$ cat src/rtl/delay_line_reader.sv
// rtl/delay_line_reader.sv - serial-to-parallel read port for a recirculating delay-line tank
module delay_line_reader #(
  parameter int WORD_WIDTH = 18,
  parameter int STORE_LEN  = 32,
  parameter int AW         = (STORE_LEN > 1) ? $clog2(STORE_LEN) : 1,
  parameter int BW         = (WORD_WIDTH > 1) ? $clog2(WORD_WIDTH) : 1
) (
  input  logic                  clk,
  input  logic                  rst_n,
  input  logic                  data_in,
  input  logic                  sync,
  input  logic                  rd_req,
  input  logic [AW-1:0]         rd_addr,
  output logic                  busy,
  output logic                  rd_valid,
  output logic [WORD_WIDTH-1:0] rd_data,
  output logic                  rd_err,
  output logic [BW-1:0]         bit_pos,
  output logic [AW-1:0]         word_pos
);

  localparam logic [BW-1:0] LAST_BIT  = BW'(WORD_WIDTH - 1);
  localparam logic [AW-1:0] LAST_WORD = AW'(STORE_LEN - 1);
  // One extra bit so STORE_LEN itself is representable for the range check.
  localparam logic [AW:0]   LEN_EXT   = (AW + 1)'(STORE_LEN);

  typedef enum logic [1:0] {
    S_IDLE  = 2'd0,
    S_WAIT  = 2'd1,
    S_SHIFT = 2'd2
  } state_t;

  state_t                  state_q, state_d;
  logic [BW-1:0]           bit_cnt;
  logic [AW-1:0]           word_cnt;
  logic [AW-1:0]           addr_q;
  logic [WORD_WIDTH-1:0]   cap_q;
  logic [WORD_WIDTH-1:0]   cap_nxt;
  logic [WORD_WIDTH-1:0]   rd_data_q;
  logic                    rd_valid_q;
  logic                    rd_err_q;

  logic [BW-1:0]           eff_bit;
  logic [AW-1:0]           eff_word;
  logic [BW-1:0]           nxt_bit;
  logic [AW-1:0]           nxt_word;
  logic                    addr_ok;
  logic                    accept;
  logic                    cap_en;
  logic                    done;
  logic                    err_d;

  // Effective position of the bit on data_in: sync forces (0,0), else the counters.
  always_comb begin
    eff_bit  = bit_cnt;
    eff_word = word_cnt;
    if (sync) begin
      eff_bit  = '0;
      eff_word = '0;
    end
  end

  // Advance the effective position by one bit period, wrapping bit then word.
  always_comb begin
    nxt_bit  = eff_bit + 1'b1;
    nxt_word = eff_word;
    if (eff_bit == LAST_BIT) begin
      nxt_bit  = '0;
      nxt_word = (eff_word == LAST_WORD) ? '0 : eff_word + 1'b1;
    end
  end

  // Capture vector with the current serial bit dropped into its effective slot.
  always_comb begin
    cap_nxt = cap_q;
    for (int i = 0; i < WORD_WIDTH; i++) begin
      if (eff_bit == BW'(i)) begin
        cap_nxt[i] = data_in;
      end
    end
  end

  assign addr_ok = ({1'b0, rd_addr} < LEN_EXT);

  // Read sequencer: next state plus per-cycle capture/complete/error strobes.
  always_comb begin
    state_d = state_q;
    accept  = 1'b0;
    cap_en  = 1'b0;
    done    = 1'b0;
    err_d   = 1'b0;
    case (state_q)
      S_IDLE: begin
        if (rd_req) begin
          if (addr_ok) begin
            accept  = 1'b1;
            state_d = S_WAIT;
          end else begin
            err_d = 1'b1;
          end
        end
      end
      S_WAIT: begin
        // Sync here only realigns; the comparison uses the realigned position.
        if (eff_word == addr_q && eff_bit == '0) begin
          cap_en = 1'b1;
          if (eff_bit == LAST_BIT) begin
            done    = 1'b1;
            state_d = S_IDLE;
          end else begin
            state_d = S_SHIFT;
          end
        end
      end
      S_SHIFT: begin
        // A sync that disagrees with our own count means the stream slipped mid-word.
        if (sync && (bit_cnt != '0 || word_cnt != '0)) begin
          err_d   = 1'b1;
          state_d = S_IDLE;
        end else begin
          cap_en = 1'b1;
          if (eff_bit == LAST_BIT) begin
            done    = 1'b1;
            state_d = S_IDLE;
          end
        end
      end
      default: state_d = S_IDLE;
    endcase
  end

  // State register.
  always_ff @(posedge clk or negedge rst_n) begin
    if (!rst_n) begin
      state_q <= S_IDLE;
    end else begin
      state_q <= state_d;
    end
  end

  // Free-running position counters tracking the tank stream.
  always_ff @(posedge clk or negedge rst_n) begin
    if (!rst_n) begin
      bit_cnt  <= '0;
      word_cnt <= '0;
    end else begin
      bit_cnt  <= nxt_bit;
      word_cnt <= nxt_word;
    end
  end

  // Address latch, capture register, and registered read results.
  always_ff @(posedge clk or negedge rst_n) begin
    if (!rst_n) begin
      addr_q     <= '0;
      cap_q      <= '0;
      rd_data_q  <= '0;
      rd_valid_q <= 1'b0;
      rd_err_q   <= 1'b0;
    end else begin
      rd_valid_q <= done;
      rd_err_q   <= err_d;
      if (accept) begin
        addr_q <= rd_addr;
      end
      if (cap_en) begin
        cap_q <= cap_nxt;
      end
      if (done) begin
        rd_data_q <= cap_nxt;
      end
    end
  end

  assign busy     = (state_q != S_IDLE);
  assign rd_valid = rd_valid_q;
  assign rd_err   = rd_err_q;
  assign rd_data  = rd_data_q;
  assign bit_pos  = eff_bit;
  assign word_pos = eff_word;

endmodule

$ cat config.mk
export PLATFORM = sky130hd
export DESIGN_NAME = delay_line_reader
export DESIGN_NICKNAME = d
export VERILOG_FILES = /design/src/rtl/delay_line_reader.sv
export SDC_FILE = /design/constraint.sdc
export NUM_CORES = 1
export LEC_CHECK = 0
export ABC_AREA = 0
export BUFFER_PORTS_ARGS = -buffer_cell sky130_fd_sc_hd__buf_2
export CAP_MARGIN = 20
export CORE_MARGIN = 10
export CORE_UTILIZATION = 30
export DETAILED_ROUTE_END_ITERATION = 10
export GPL_ROUTABILITY_DRIVEN = 0
export PLACE_DENSITY = 0.48
export REMOVE_ABC_BUFFERS = 1
export SLEW_MARGIN = 0
export SYNTH_ARGS = -nofsm -noshare
export SYNTH_HDL_FRONTEND = slang
export SYNTH_SLANG_ARGS = --single-unit
$ cat constraint.sdc
create_clock -name clk -period 2.8 [get_ports clk]
set_clock_uncertainty 0.15 [all_clocks]
set_input_delay 0.42 -clock clk [delete_from_list [all_inputs] [get_ports clk]]
set_output_delay 0.42 -clock clk [all_outputs]
set_load 0.02 [all_outputs]
==> metrics.md, run 1 <==
| Metric | Value |
|---|---|
| Overflow after GRT | 0 |
| Iteration count of the initial detailed-routing pass | 4 |
| Global-route wire length before repair | 10.6 mm |
| Crit path DAT | 2390 ps |
| Antenna violations before repair | 0 |
| Clock latency on the worst-skew pair | 310 ps |
| Ys async rst share | 1.00 |
| CTS buffer count | 5 |
| Crit-path max cell delay | 480 ps |
| Clock Tree Buf Depth | 2 |
| H-tree level count | 2 |
| Complex-gate fraction of the synthesized area | 0.0848 |
| Post_cts resized | 0 |
| Worst Path Class, Setup | reg2reg |
| Post-synthesis mux area share | 0.163 |
| Hold Fails Final Rpt | 25 |
| Setup TNS | 0 ps |
| Post-CTS setup buffers | 0 |
| Mapped Area | 2800 um^2 |
| Clock share of power | 0.283 |
| Top-area cell type share of the netlist area | 0.482 |
| Synth top area cells | dfrtp_1 (48%), mux2_2 (7.2%), mux2i_1 (6.4%) |
| Net Sw Frac | 0.295 |
| Final #Nets | 330 |
| P_leak | 1.68 nW |
| Synth Area in XOR/XNOR | 0.0156 |
| Synthesized-area fraction occupied by and/or/nand/nor cells | 0.174 |
| Adder-cell share of the synthesized area | 0.0446 |
| Min Clock Period, post-route | 2340 ps |
| Worst min path class | in2async |
| Core area | 9150 um^2 |
| Drt drc | 0 |
| Sequential Power Share | 0.487 |
| Chip height | 117 um |
| Rel. slew slack | 0.573 |
| Leading area contributor after synthesis | dfrtp_1 |
| Max Clock Freq | 0.427 GHz |
| Worst-Margin Slew | 640 ps |
| Diode count | 0 |
| CP endpoint kind | flip-flop |
| EDFF count, synth | 0 |
| Crit-path cells | nor3_2, nand3_1, o41ai_2, and3_1, o211ai_2, mux2_4 |
| Yosys reg bits | 54 |
| DR vias/cell | 4.78 |
| Total power | 1.93 mW |
| Failing checks | negative hold slack |
| Vias in the first global route | 2026 |
| R2r startpoint | bit_cnt[3] |
| Total vias in the final route | 2011 |
| Clk sinks | 54 |
| Post-Syn Area per Cell | 10.4 um^2 |
| Worst IR Drop VDD | 0.253 mV |
| Iter 0 DRT Violations | 44 |
| Detailed Place HPWL | 4.67 mm |
| CP max-delay cell | dfrtp_1 |
| R2r endpoint | cap_q[2] |
| CTS tree | yes |
| Type of origin of the critical path | flip-flop |
| Fin Hold WS | -32.6 ps |
| R2r setup slk | 460 ps |
| Chip width | 117 um |
| Largest net degree at the start of global routing | 36 |
| Internal power | 1.36 mW |
| Main combinational cell family by area after synthesis | simple AND/OR/NAND/NOR gates |
| Worst Path Max Fanout | 7 |
| Starting Density | 0.306 |
| Die ar. | 13600 um^2 |
| Worst R2R Path Depth | 6 |
| Final Cycle Share | 0.837 |
| Final WL | 6.18 mm |
| GR Util All Layers | 0.0966 |
| Area Overhead vs Synth | 15.8% |
| Pwr/cell area | 596 nW/um^2 |
| Outcome | finished, violations left |
| Gate power share | 0.230 |
| Distinct cells, synth | 40 |
| PortBufs | 40 |
| Routed wire per std cell | 14.7 um |
| Worst-path clk slew | 100 ps |
| Synth Instances | 269 |
| CP Data Required Time | 2850 ps |
| RSZ-0062 raised after global routing | false |
| Ports | 41 |
| Post-CTS Hold Fix Bufs | 0 |
| Ratio of cells with drive above 1 in the final layout | 0.277 |
| Post-DRT Antenna Nets | 0 |
| Register area share after synthesis | 0.482 |
| # fillers | 918 |
| Standard-cell rows | 35 |
| Max-Cap Viols | 0 |
| Ys Warns | 0 |
| Top_reg_cell synth | dfrtp_1 |
| Root buffer cell | clkbuf_8 |
| Slew Limit Fails | 0 |
| Net switching power | 571 uW |
| Final setup vio count | 0 |
## logic make-up after synthesis
family                   after synthesis
multiplexers                          42
adder cells (fa/ha/maj)               10
buffers and inverters                 22
flip-flops                            54
XOR/XNOR                               5
AND/OR/NAND/NOR                      101
AO/OA/AOI/OAI                         35
## synth_stat cells, types with 4 or more instances
cell type	number
inv_1	8
clkbuf_1	7
mux2_1	4
mux2i_1	18
o21ai_0	20
nor2_1	23
dfrtp_1	54
mux2_2	18
a31oi_1	4
nand3_1	8
nand2_1	46
buf_2	5
nor2b_1	7
ha_1	10
and3_1	5
xnor2_1	4
## sequential cells by signal, summed over array words and instances, names as in the netlist
name	cells
addr_q	5
word_cnt	5
cap_q	17
rd_err	1
state_q	2
rd_valid	1
bit_cnt	5
rd_data	18
## worst max path at each step
stage                     slack [ps]        from    endpoint
after floorplan                  320        sync  rd_data[0]
after global placement           360        sync    cap_q[3]
after detailed placement         340        sync    cap_q[3]
after CTS                        430  bit_cnt[3]    cap_q[2]
after global routing             200  bit_cnt[3]   cap_q[15]
final                            460  bit_cnt[3]    cap_q[2]
## stage by stage
step / instance area [um^2] / std cells / utilization / worst slack [ps]
6_report: 3240 / 421 / 0.354 / 457
3_3_place_gp: 3130 / 414 / 0.342 / 360
3_5_place_dp: 3130 / 414 / 0.342 / 345
2_1_floorplan: 2730 / 255 / - / 317
4_1_cts: 3240 / 421 / 0.354 / 426
5_1_grt: 3240 / 421 / 0.354 / 200
## placed cells by master (no fill, tap or decap), types with 5 or more instances in the layout
master and count:
nand2_1 46, and3_1 5, buf_4 8, mux2i_1 18, nor2_1 23, inv_1 8
o21ai_0 20, nand3_1 8, mux2_2 18, ha_1 10, buf_2 40, dfrtp_1 54
nor2b_1 7, clkbuf_8 6
## layer usage
metal | wire [um] | vias up | GRT usage
li1 | - | 996 | -
met1 | 2990 | 983 | 0.128
met2 | 2880 | 27 | 0.151
met3 | 230 | 5 | 0.0226
met4 | 82 | 0 | 0.0313
met5 | 0 | - | 0
## worst max-delay path: cells and delay by family (launching register included)
kind	cells	cell delay (ps)
compound gates	2	580
simple gates	3	710
mux	1	310
flops	1	480
## power groups by stage
| stage | logic (mW) | registers [mW] | clock network (mW) |
|---|---|---|---|
| finish | 0.445 | 0.941 | 0.546 |
| detailed placement | 0.452 | 0.958 | 0 |
| CTS | 0.456 | 0.943 | 0.565 |
| floorplan | 0.329 | 0.942 | 0 |
| global placement | 0.450 | 0.957 | 0 |
| global route | 0.508 | 0.959 | 0.599 |
## layout make-up
| cell class | instances | area, um^2 | area share |
|---|---|---|---|
| Clock buffer | 6 | 82.6 | 0.0255 |
| Clock inverter | 1 | 30.0 | 0.00926 |
| Inverter | 8 | 30.0 | 0.00926 |
| Multi-Input combinational cell | 193 | 1350 | 0.417 |
| Sequential cell | 54 | 1350 | 0.417 |
| Tap cell | 111 | 139 | 0.0428 |
| Timing Repair Buffer | 48 | 260 | 0.0802 |
No activity file was read; power rests on OpenSTA's default activity.
==> run 2, diff against run 1 <==
==> constraint.sdc (replaced) <==
create_clock -name clk -period 2.45 [get_ports clk]
set_clock_uncertainty 0.15 [all_clocks]
set_input_delay 0.3675 -clock clk [delete_from_list [all_inputs] [get_ports clk]]
set_output_delay 0.3675 -clock clk [all_outputs]
set_load 0.02 [all_outputs]
==> metrics.md, run 2 (synthesis results as in run 1) <==
| Metric | Value |
|---|---|
| Outcome | completed (was finished, violations left) |
| WP buf/inv | 1 (was 0) |
| Hold Fails Final Rpt | 0 (was 25) |
| Clk sinks | 54 (unchanged) |
| CTS tree | yes (unchanged) |
| Placed cell area | 3240 um^2 (was 3130 um^2) |
| Iter 0 DRT Violations | 81 (was 44) |
| Final Cycle Share | 0.890 (was 0.837) |
| Type of origin of the critical path | flip-flop (unchanged) |
| R2r setup slk | 270 ps (was 460 ps) |
| Post-DRT Antenna Nets | 0 (unchanged) |
| Clock latency on the worst-skew pair | 310 ps (about the same) |
| Worst-path clk slew | 100 ps (about the same) |
| Total power | 2.20 mW (was 1.93 mW) |
| Starting Density | 0.306 (unchanged) |
| Setup TNS | 0 ps (unchanged) |
| Post-CTS setup buffers | 0 (unchanged) |
| Crit-path max cell delay | 390 ps (was 480 ps) |
| Standard-cell rows | 35 (unchanged) |
| Critical path's top delay family | simple AND/OR/NAND/NOR gates (unchanged) |
| Slew Limit Fails | 0 (unchanged) |
| P_leak | 1.75 nW (was 1.68 nW) |
| Diode count | 0 (unchanged) |
| Total vias in the final route | 1996 (was 2011) |
| Die ar. | 13600 um^2 (unchanged) |
| PortBufs | 40 (unchanged) |
| Crit path DAT | 2230 ps (was 2390 ps) |
| Clock Tree Buf Depth | 2 (unchanged) |
| Worst Hold Depth | 2 |
| DR vias/cell | 4.60 (was 4.78) |
| Drt drc | 0 (unchanged) |
| Ports | 41 (unchanged) |
| Placed cell count | 425 (was 414) |
| GR Util All Layers | 0.0979 (was 0.0966) |
| Global-route wire length before repair | 10.6 mm (about the same) |
| Routed wire per std cell | 14.6 um (was 14.7 um) |
| Pwr/cell area | 656 nW/um^2 (was 596 nW/um^2) |
| R2r startpoint | word_cnt[2] (was bit_cnt[3]) |
| Rel. slew slack | 0.641 (was 0.573) |
| Worst Path Class, Setup | reg2reg (unchanged) |
| Root buffer cell | clkbuf_8 (unchanged) |
| Max-Cap Viols | 0 (unchanged) |
| CP max-delay cell | dfrtp_1 (unchanged) |
| Levels on crit path | 7 (was 6) |
| Chip height | 117 um (unchanged) |
| Fin util | 0.367 (was 0.354) |
| CP endpoint kind | flip-flop (unchanged) |
| Max FFs per register | 18 (unchanged) |
| Finished Layout Cells | 434 (was 421) |
| RSZ-0062 raised after global routing | false (unchanged) |
| Most frequent cells in the layout | dfrtp_1 (54), nand2_1 (46), buf_2 (40) (unchanged) |
| Crit-path cells | buf_4, nor4b_2, a32o_1, o2111ai_2, nor3_4, o21bai_1, mux2_1 (was nor3_2, nand3_1, o41ai_2, and3_1, o211ai_2, mux2_4) |
| Fin Hold WS | 133 ps (was -32.6 ps) |
| Final setup vio count | 0 (unchanged) |
| Pre-CTS WS | 105 ps (was 345 ps) |
| Iteration count of the initial detailed-routing pass | 4 (unchanged) |
| Worst Path Max Fanout | 6 (was 7) |
| Worst IR Drop VDD | 0.213 mV (was 0.253 mV) |
| Core area | 9150 um^2 (unchanged) |
| Chip width | 117 um (unchanged) |
| Ratio of cells with drive above 1 in the final layout | 0.300 (was 0.277) |
| Final WL | 6.33 mm (was 6.18 mm) |
| Worst R2R Path Depth | 7 (was 6) |
| Worst-Margin Slew | 539 ps (was 640 ps) |
| Largest net degree at the start of global routing | 37 (was 36) |
| Max Clock Freq | 0.459 GHz (was 0.427 GHz) |
| Min Clock Period, post-route | 2180 ps (was 2340 ps) |
| Worst min path class | in2reg (was in2async) |
| Detailed Place HPWL | 4.81 mm (was 4.67 mm) |
| Hold Crit Start | rd_addr[1] |
| Design Area, Final | 3360 um^2 (was 3240 um^2) |
| Setup ws final | 269 ps (was 457 ps) |
| Area Overhead vs Synth | 19.8% (was 15.8%) |
| CTS buffer count | 5 (unchanged) |
| Most common cell after layout, fill and taps aside | dfrtp_1 (unchanged) |
| Overflow after GRT | 0 (unchanged) |
| H-tree level count | 2 (unchanged) |
| Vias in the first global route | 2083 (was 2026) |
| R2r endpoint | cap_q[3] (was cap_q[2]) |
| Final #Nets | 342 (was 330) |
| Antenna violations before repair | 0 (unchanged) |
| CP Data Required Time | 2500 ps (was 2850 ps) |
| WHS Endpoint | addr_q[1] |
==> run 2: final cells by class <==
class	count	area, um^2
fill	925	5800
inverter	8	30.0
clock buffer	7	76.3
timing repair buffer	60	378
sequential	54	1350
multi-input combinational	193	1350
tap	111	139
clock inverter	1	30.0
==> run 2: worst max-delay path by stage <==
stage                      end         from  slack [ps]
detailed placement    cap_q[3]         sync         110
global route          cap_q[3]   bit_cnt[2]          80
global placement      cap_q[2]         sync         100
finish                cap_q[3]  word_cnt[2]         270
CTS                   cap_q[3]   bit_cnt[2]         180
floorplan           rd_data[0]         sync          20
==> run 2: power by group <==
group          leakage, nW  internal, mW  total (mW)  switching [mW]
Sequential           0.731         0.994        1.08          0.0822
Combinational        0.966         0.250       0.527           0.277
Clock               0.0524         0.306       0.599           0.292
Total                 1.75          1.55        2.20           0.652
==> run 2: worst register-to-register path, stage by stage (launching register included) <==
cell and delay, ps:
dfrtp_1 390, buf_4 140, nor4b_2 240, a32o_1 170, o2111ai_2 180, nor3_4 370, o21bai_1 120, mux2_1 310
==> run 2: repair_timing <==
action,in CTS,in global routing
resized for setup,0,1
endpoints found under the setup margin,0,2
hold endpoints to repair,18,0
hold buffers,1,0
==> run 2: layer usage <==
metal | part of all wire | global-route usage | vias up
met5 | 0 | 0 | -
met4 | 0.015 | 0.0371 | 0
met2 | 0.47 | 0.152 | 23
li1 | - | - | 1013
met3 | 0.049 | 0.0288 | 6
met1 | 0.47 | 0.126 | 954
